$ cat config.mk
export PLATFORM = sky130hd
export DESIGN_NAME = morse_encoder
export DESIGN_NICKNAME = d
export VERILOG_FILES = /design/src/rtl/morse_encoder.sv
export SDC_FILE = /design/constraint.sdc
export NUM_CORES = 1
export LEC_CHECK = 0
export CORE_MARGIN = 2
export CORE_UTILIZATION = 61
export DETAILED_ROUTE_END_ITERATION = 10
export PLACE_DENSITY_LB_ADDON = 0.15
export SYNTH_ARGS = -nofsm -noshare
export SYNTH_HDL_FRONTEND = slang
export SYNTH_SLANG_ARGS = --single-unit
$ cat constraint.sdc
create_clock -name in_clk -period 2.9 [get_ports in_clk]
set_input_delay 0.435 -clock in_clk [delete_from_list [all_inputs] [get_ports in_clk]]
set_output_delay 0.435 -clock in_clk [all_outputs]
set_load 0.01 [all_outputs]
$ cat src/rtl/morse_encoder.sv
// Morse transmitter: turns an element count plus dot/dash pattern into a keyed
// on/off line using ITU unit timing derived from an internal prescaler.
module morse_encoder #(
    parameter int UNIT_CYCLES = 10,
    parameter int MAX_LEN     = 5
) (
    input  logic       in_clk,
    input  logic       rst,
    input  logic       start,
    input  logic [2:0] sym_len,
    input  logic [4:0] sym_pat,
    output logic       key_out,
    output logic       busy,
    output logic       done
);

    typedef enum logic [1:0] {IDLE, MARK, GAP, LGAP} state_t;

    localparam int            PW         = $clog2(UNIT_CYCLES);
    localparam logic [PW-1:0] PRESC_LAST = PW'(UNIT_CYCLES - 1);
    localparam logic [2:0]    LEN_MAX    = 3'(MAX_LEN);

    state_t        state_reg, state_next;
    logic [PW-1:0] presc_reg, presc_next;
    logic [2:0]    units_reg, units_next;
    logic [2:0]    idx_reg, idx_next;
    logic [4:0]    pat_reg, pat_next;
    logic          key_reg, key_next;
    logic          busy_reg, busy_next;
    logic          done_reg, done_next;

    logic          tick;
    logic          seg_end;
    logic [2:0]    len_eff;
    logic [2:0]    idx_prev;

    function automatic logic [2:0] elem_units(input logic dash);
        return dash ? 3'd3 : 3'd1;
    endfunction

    assign tick    = (state_reg != IDLE) && (presc_reg == PRESC_LAST);
    assign seg_end = tick && (units_reg == 3'd1);

    always_comb begin
        state_next = state_reg;
        units_next = units_reg;
        idx_next   = idx_reg;
        pat_next   = pat_reg;
        key_next   = key_reg;
        busy_next  = busy_reg;
        done_next  = 1'b0;
        len_eff    = (sym_len > LEN_MAX) ? LEN_MAX : sym_len;
        idx_prev   = idx_reg - 3'd1;

        // Prescaler idles at zero, so acceptance always starts a fresh unit.
        if ((state_reg == IDLE) || (presc_reg == PRESC_LAST))
            presc_next = '0;
        else
            presc_next = presc_reg + PW'(1);

        if (tick)
            units_next = units_reg - 3'd1;

        case (state_reg)
            IDLE: begin
                if (start) begin
                    pat_next  = sym_pat;
                    busy_next = 1'b1;
                    if (len_eff == 3'd0) begin
                        state_next = LGAP;
                        units_next = 3'd4;
                        idx_next   = 3'd0;
                        key_next   = 1'b0;
                    end else begin
                        state_next = MARK;
                        idx_next   = len_eff - 3'd1;
                        units_next = elem_units(sym_pat[len_eff - 3'd1]);
                        key_next   = 1'b1;
                    end
                end
            end
            MARK: begin
                if (seg_end) begin
                    key_next = 1'b0;
                    if (idx_reg == 3'd0) begin
                        state_next = LGAP;
                        units_next = 3'd3;
                    end else begin
                        state_next = GAP;
                        units_next = 3'd1;
                    end
                end
            end
            GAP: begin
                if (seg_end) begin
                    state_next = MARK;
                    idx_next   = idx_prev;
                    units_next = elem_units(pat_reg[idx_prev]);
                    key_next   = 1'b1;
                end
            end
            LGAP: begin
                if (seg_end) begin
                    state_next = IDLE;
                    units_next = 3'd0;
                    busy_next  = 1'b0;
                    done_next  = 1'b1;
                end
            end
            default: begin
                state_next = IDLE;
                key_next   = 1'b0;
                busy_next  = 1'b0;
            end
        endcase
    end

    always_ff @(posedge in_clk or posedge rst) begin
        if (rst) begin
            state_reg <= IDLE;
            presc_reg <= '0;
            units_reg <= 3'd0;
            idx_reg   <= 3'd0;
            pat_reg   <= 5'd0;
            key_reg   <= 1'b0;
            busy_reg  <= 1'b0;
            done_reg  <= 1'b0;
        end else begin
            state_reg <= state_next;
            presc_reg <= presc_next;
            units_reg <= units_next;
            idx_reg   <= idx_next;
            pat_reg   <= pat_next;
            key_reg   <= key_next;
            busy_reg  <= busy_next;
            done_reg  <= done_next;
        end
    end

    assign key_out = key_reg;
    assign busy    = busy_reg;
    assign done    = done_reg;

endmodule

# ---- Yosys cells after proc, flatten, opt, wreduce, memory -nomap -nowiden
# Index checks and enable logic that the tools add are counted.
dict set report totals {
  n_memories 0
  latchBits 0
  reg_bits 20
  output_inout_bits 3
  ramBits 0
  input_bits 11
  mem_bits_ro 0
}
dict set report classes {
  n_eq_ne 9
  n_bitwise 0
  muxes 36
  n_shift 0
  n_mul 0
  magnitude_cmp 3
  addsub 4
  n_reduce_logical 15
  n_div 0
}
# op n
set ops {}
lappend ops {{3-bit two-way mux} 10}
lappend ops {{2-bit two-way mux} 8}
lappend ops {{3-bit case mux with 4 select lines} 1}
lappend ops {{1-bit two-way mux} 10}
lappend ops {{3-bit by 1-bit subtractor with 3-bit output (second input constant)} 3}
lappend ops {{3-bit by 4-bit less-than comparator with 1-bit output (second input constant)} 2}
lappend ops {{2-bit inequality test (second input constant)} 4}
lappend ops {{2-bit case mux with 4 select lines} 1}
lappend ops {{4-bit AND reduction} 2}
lappend ops {{1-bit binary-select mux with 3-bit select} 2}
lappend ops {{3-bit logical NOT} 2}
lappend ops {{3-bit case mux with 2 select lines} 1}
lappend ops {{3-bit AND reduction} 2}
lappend ops {{2-bit nonzero test} 3}
lappend ops {{4-bit by 1-bit adder with 4-bit output (second input constant)} 1}
lappend ops {{2-bit equality test (second input constant)} 2}
lappend ops {{4-bit equality test (second input constant)} 1}
lappend ops {{4-bit two-way mux} 1}
lappend ops {{3-bit by 1-bit equality test with 1-bit output (second input constant)} 1}
lappend ops {{3-bit greater-than comparator (second input constant)} 1}
lappend ops {{1-bit case mux with 3 select lines} 1}
lappend ops {{3-bit nonzero test} 1}
lappend ops {{2-bit by 1-bit equality test with 1-bit output (second input constant)} 1}
lappend ops {{1-bit logical AND} 2}
lappend ops {{4 further kinds} 4}

# ---- Depth between registers and ports, before layout
dict set report depth {
  word_depth 9
  ltp_mapped 8
}

# ---- Worst setup path after synthesis
# No wires, ideal clock.
dict set report synth_timing {
  path_kind {register to register}
  start {register state_reg[0]}
  end {register units_reg[2]}
  arrival_ps 1642
  stages_incl_launch_ff 9
  required_ps 2782
  slack_ps 1140
  n_path_buf 1
  cell_sequence {dfrtp_1 inv_1 ha_1 buf_6 and4bb_4 nand2_2 xor2_2 o21ai_1 a21o_1}
}
dict set report synth_between {
  elab_chain_cells 5
  word_cells_on_any_way 13
}
# element line_no
set synth_lines {}
lappend synth_lines {{start: declaration} 23} ;# state_t state_reg, state_next;
lappend synth_lines {{start signal: assignment} 129} ;# state_reg <= state_next;
lappend synth_lines {{2-bit nonzero test} 41} ;# assign tick = (state_reg != IDLE) && (presc_reg == PRESC_LAST);
lappend synth_lines {{1-bit logical AND} 41}
lappend synth_lines {{3-bit two-way mux / 1-bit logical AND (equally long branches)} {61, 42}}
lappend synth_lines {{3-bit two-way mux (on tied branches)} n/a}
lappend synth_lines {{3-bit case mux with 4 select lines (*)} 64} ;# case (state_reg)
lappend synth_lines {{via units_next[2]} 25} ;# logic [2:0] units_reg, units_next;
lappend synth_lines {{end signal: assignment} 131} ;# units_reg <= units_next;
lappend synth_lines {{end: declaration} 25}
# Mark *: on every way through the listed nets, which the timed path passes. The rest lies on a longest branch.
# A chain may end at the register's enable or synchronous reset.

# ---- Worst setup path after layout
dict set report layout_timing {
  start {register state_reg[0]}
  end {register state_reg[0]}
}
dict set report layout_between {
  elab_chain_cells 5
  word_cells_on_any_way 13
}
# element line_no
set layout_lines {}
lappend layout_lines {{2-bit nonzero test} 41}
lappend layout_lines {{1-bit logical AND} 41}
lappend layout_lines {{1-bit logical AND} 42} ;# assign seg_end = tick && (units_reg == 3'd1);
lappend layout_lines {{2-bit inequality test (no source line)} n/a}
lappend layout_lines {{4-bit AND reduction (no source line)} n/a}
# Parallel ways exist; a longest one is shown, timed or not.

==> metrics.md <==
| Metric | Value |
|---|---|
| Area Growth Syn to Fin | `11.2%` |
| Unrepaired setup endpoints after global routing | `false` |
| Cell Chain, Critical Path | `inv_1 -> ha_1 -> nand4bb_2 -> nor2_4 -> a2bb2oi_2 -> a31oi_1 -> o22a_1` |
| Critical-path top delay cell | `dfrtp_1` |
| Yosys warns | `0` |
| Synth top area cells | `dfrtp_1 35%, ha_1 11%, mux2_2 4.7%, nor2_1 3.9%, a21oi_1 3.8%` |
| Fillers | `158` |
| Critical Path Fanout Max | `12` |
| HP Class | `flip-flop to flip-flop` |
| Fraction of layout instances using a drive strength above 1 | `0.132` |
| First-pass GRT wire length | `4960 microns` |
| Worst Path Arrival | `2.43 ns` |
| # diodes | `0` |
| CP endpoint kind | `flip-flop` |
| CTS tree | `done` |
| Final setup fails | `0` |
| Via-per-instance ratio | `6.05` |
| F_max | `452 MHz` |
| Crit path kind | `flip-flop to flip-flop` |
| Status | `completed` |
| GRT Total Usage | `0.241` |
| Mapped Cells | `148` |
| Core footprint | `2230 sq um` |
| Die X | `52.8 microns` |
| Final net count | `184` |
| Final Hold Vio Count | `0` |
| Total of max-cap violations | `0` |
| Sw frac | `0.416` |
| Final wirelength | `2960 microns` |
| # resized after CTS | `0` |
| Max Root-Sink Buffers | `2` |
| Largest net degree at the start of global routing | `21` |
| Mapped cell area | `1450 sq um` |
| DRC | `0` |
| Clock sink total | `20` |
| Clock share of power | `0.147` |
| Max Clock Skew | `0.0134 ns` |
| DR WL/cell | `15.8 microns` |
| Ys async rst share | `1.00` |
| Max reg flops | `5` |
| VDD IR-drop max | `778 uV` |
| Pwr dens | `1000 nW/um^2` |
| Synth unique cells | `47` |
| Max_slew headroom | `0.502` |
| Min-delay src | `presc_reg[0]$_DFF_PP0_` |
| Iter 0 DRT Violations | `68` |
| Initial Utilization | `0.649` |
| Port-buffer cells | `13` |
| Inserted Clock Buffers | `3` |
| R2r setup slk | `0.69 ns` |
| Worst-Skew Late Latency | `0.31 ns` |
| Yosys top cell area share | `0.345` |
| Area leader, netlist | `dfrtp_1` |
| R2R cell count | `7` |
| RR Startpoint | `state_reg[0]$_DFFE_PP0P_` |
| LEAKAGE | `0.690 nW` |
| Via count | `1132` |
| Worst-Margin Slew | `0.746 ns` |
| Die Y | `52.8 microns` |
| RePlAce Congestion | `0.862` |
| Final Cycle Share | `0.763` |
| Vias in the first global route | `1067` |
| Cts hold-fix bufs | `0` |
| Number of cells on the worst hold path | `1` |
| Synth Flop Type | `dfrtp_1` |
| CP max stage delay | `0.46 ns` |
| First drt pass iteration count | `4` |
| Net switching power | `0.000672 W` |
| H-tree depth | `1` |
| Clock transition at path regs | `0.13 ns` |
| Worst reg2reg path endpoint | `state_reg[0]$_DFFE_PP0P_` |
| Die area | `2780 sq um` |
| Slew Limit Fails | `0` |
| Synthesized net count | `172` |
| Setup TNS | `0 ns` |
| Share of total power in combinational logic | `0.541` |
| Seq/Total Area, Yosys | `0.345` |
| Clk root buf | `clkbuf_4` |
| Post-DP HPWL | `2190 microns` |
| Sequential Power Share | `0.313` |
| EDFF count, synth | `0` |
| GRT overflow | `0` |
| Int Pwr | `0.000942 W` |
| Hold endpoint | `presc_reg[0]$_DFF_PP0_` |
| Rows | `17` |
| CP startpoint kind | `flip-flop` |
| Final hold slack | `0.501 ns` |
| Synth Register Bits | `20` |
| Minimum clock period | `2.21 ns` |
| Top Ports | `14` |
| Post-DRT Antenna Nets | `0` |
| Initial antenna violation count | `0` |
| Synth Area per Inst | `9.80 sq um` |
| Postcts setup bufs | `0` |
| CP required | `3.12 ns` |
## per-layer routing
layer / GRT usage / wire length [microns] / vias to the layer above / share of wire
li1: - / - / 549 / -
met1: 0.350 / 1410 / 547 / 0.48
met2: 0.379 / 1390 / 32 / 0.47
met3: 0.0371 / 123 / 4 / 0.042
met4: 0.0513 / 34 / 0 / 0.011
met5: 0 / 0 / - / 0
## power by group through the flow
stage          Combinational (W)  Sequential [W]  Clock (W)
2_1_floorplan           0.000713        0.000484          0
3_3_place_gp            0.000827        0.000501          0
3_5_place_dp            0.000850        0.000511          0
4_1_cts                 0.000863        0.000504   0.000235
5_1_grt                 0.000964        0.000521   0.000248
6_report                0.000872        0.000504   0.000237
## stage by stage
| stage | instance area [sq um] | util | total power (W) | worst slack (ns) | instances |
|---|---|---|---|---|---|
| 2_1_floorplan | 1450 | - | 0.00120 | 1.14 | 148 |
| 3_3_place_gp | 1560 | 0.699 | 0.00133 | 0.759 | 183 |
| 3_5_place_dp | 1560 | 0.699 | 0.00136 | 0.715 | 183 |
| 4_1_cts | 1610 | 0.722 | 0.00160 | 0.700 | 187 |
| 5_1_grt | 1610 | 0.722 | 0.00173 | 0.560 | 187 |
| 6_report | 1610 | 0.722 | 0.00161 | 0.687 | 187 |
## worst max-delay path by stage
stage / cells past startpoint / slack [ns] / from / end
final: 7 / 0.69 / state_reg[0]$_DFFE_PP0P_ / state_reg[0]$_DFFE_PP0P_
after global routing: 7 / 0.56 / state_reg[0]$_DFFE_PP0P_ / state_reg[0]$_DFFE_PP0P_
after CTS: 7 / 0.70 / state_reg[0]$_DFFE_PP0P_ / state_reg[0]$_DFFE_PP0P_
after detailed placement: 8 / 0.71 / sym_len[0] / units_reg[1]$_DFF_PP0_
after global placement: 8 / 0.76 / sym_len[0] / units_reg[1]$_DFF_PP0_
after floorplan: 8 / 1.14 / state_reg[0]$_DFFE_PP0P_ / units_reg[2]$_DFF_PP0_
## cell usage after synthesis (2+ instances only)
| cell type | instances |
|---|---|
| mux2i_1 | 4 |
| o21ai_1 | 3 |
| nor2_4 | 2 |
| o22ai_1 | 2 |
| nor2_1 | 15 |
| inv_1 | 11 |
| a41oi_1 | 2 |
| mux2_2 | 6 |
| o21ai_0 | 2 |
| ha_1 | 13 |
| a31oi_1 | 2 |
| nor3b_1 | 2 |
| xnor2_1 | 3 |
| o211ai_1 | 3 |
| a21oi_1 | 11 |
| nand3_1 | 2 |
| nand2b_1 | 3 |
| o22a_1 | 2 |
| dfrtp_1 | 20 |
| buf_6 | 3 |
| nand2_1 | 11 |
## cells by family after synthesis
| logic type | Yosys count | synth area share |
|---|---|---|
| AOI/OAI and AO/OA | 38 | 0.181 |
| xor gates and xnor gates | 4 | 0.0293 |
| adders and majority gates | 13 | 0.112 |
| buffers and inverters | 17 | 0.0664 |
| DFF | 20 | 0.345 |
| muxes | 11 | 0.0897 |
| and+or+nand+nor | 45 | 0.176 |
## cell type report
class | instances | area [sq um] | share of cell area
Inverter | 11 | 41.3 | 0.0256
Clock buffer | 3 | 22.5 | 0.0140
Timing Repair Buffer | 13 | 130 | 0.0807
Multi-Input combinational cell | 111 | 853 | 0.529
Tap cell | 28 | 35.0 | 0.0217
Clock inverter | 1 | 30.0 | 0.0186
Sequential cell | 20 | 500 | 0.310
## critical path: cells and delay by family (launching register included)
kind	cells	cell delay [ns]
compound gates	3	0.54
fa+ha+maj	1	0.35
buf+inv	1	0.10
flops	1	0.46
simple gates	2	0.65
## cell usage in the layout, fill, tap and decap left out, drive strengths merged, types with 3 or more instances in the layout
| cell | netlist | layout |
|---|---|---|
| mux2i | 4 | 4 |
| xnor2 | 3 | 3 |
| clkdlybuf4s50 | 0 | 13 |
| dfrtp | 20 | 20 |
| ha | 13 | 13 |
| nor2 | 17 | 17 |
| o21ai | 5 | 5 |
| inv | 11 | 11 |
| o211ai | 3 | 3 |
| mux2 | 6 | 6 |
| nand2 | 12 | 12 |
| a21oi | 11 | 11 |
| clkbuf | 2 | 3 |
| nand2b | 3 | 3 |
Power figures use the tool's default switching activity.
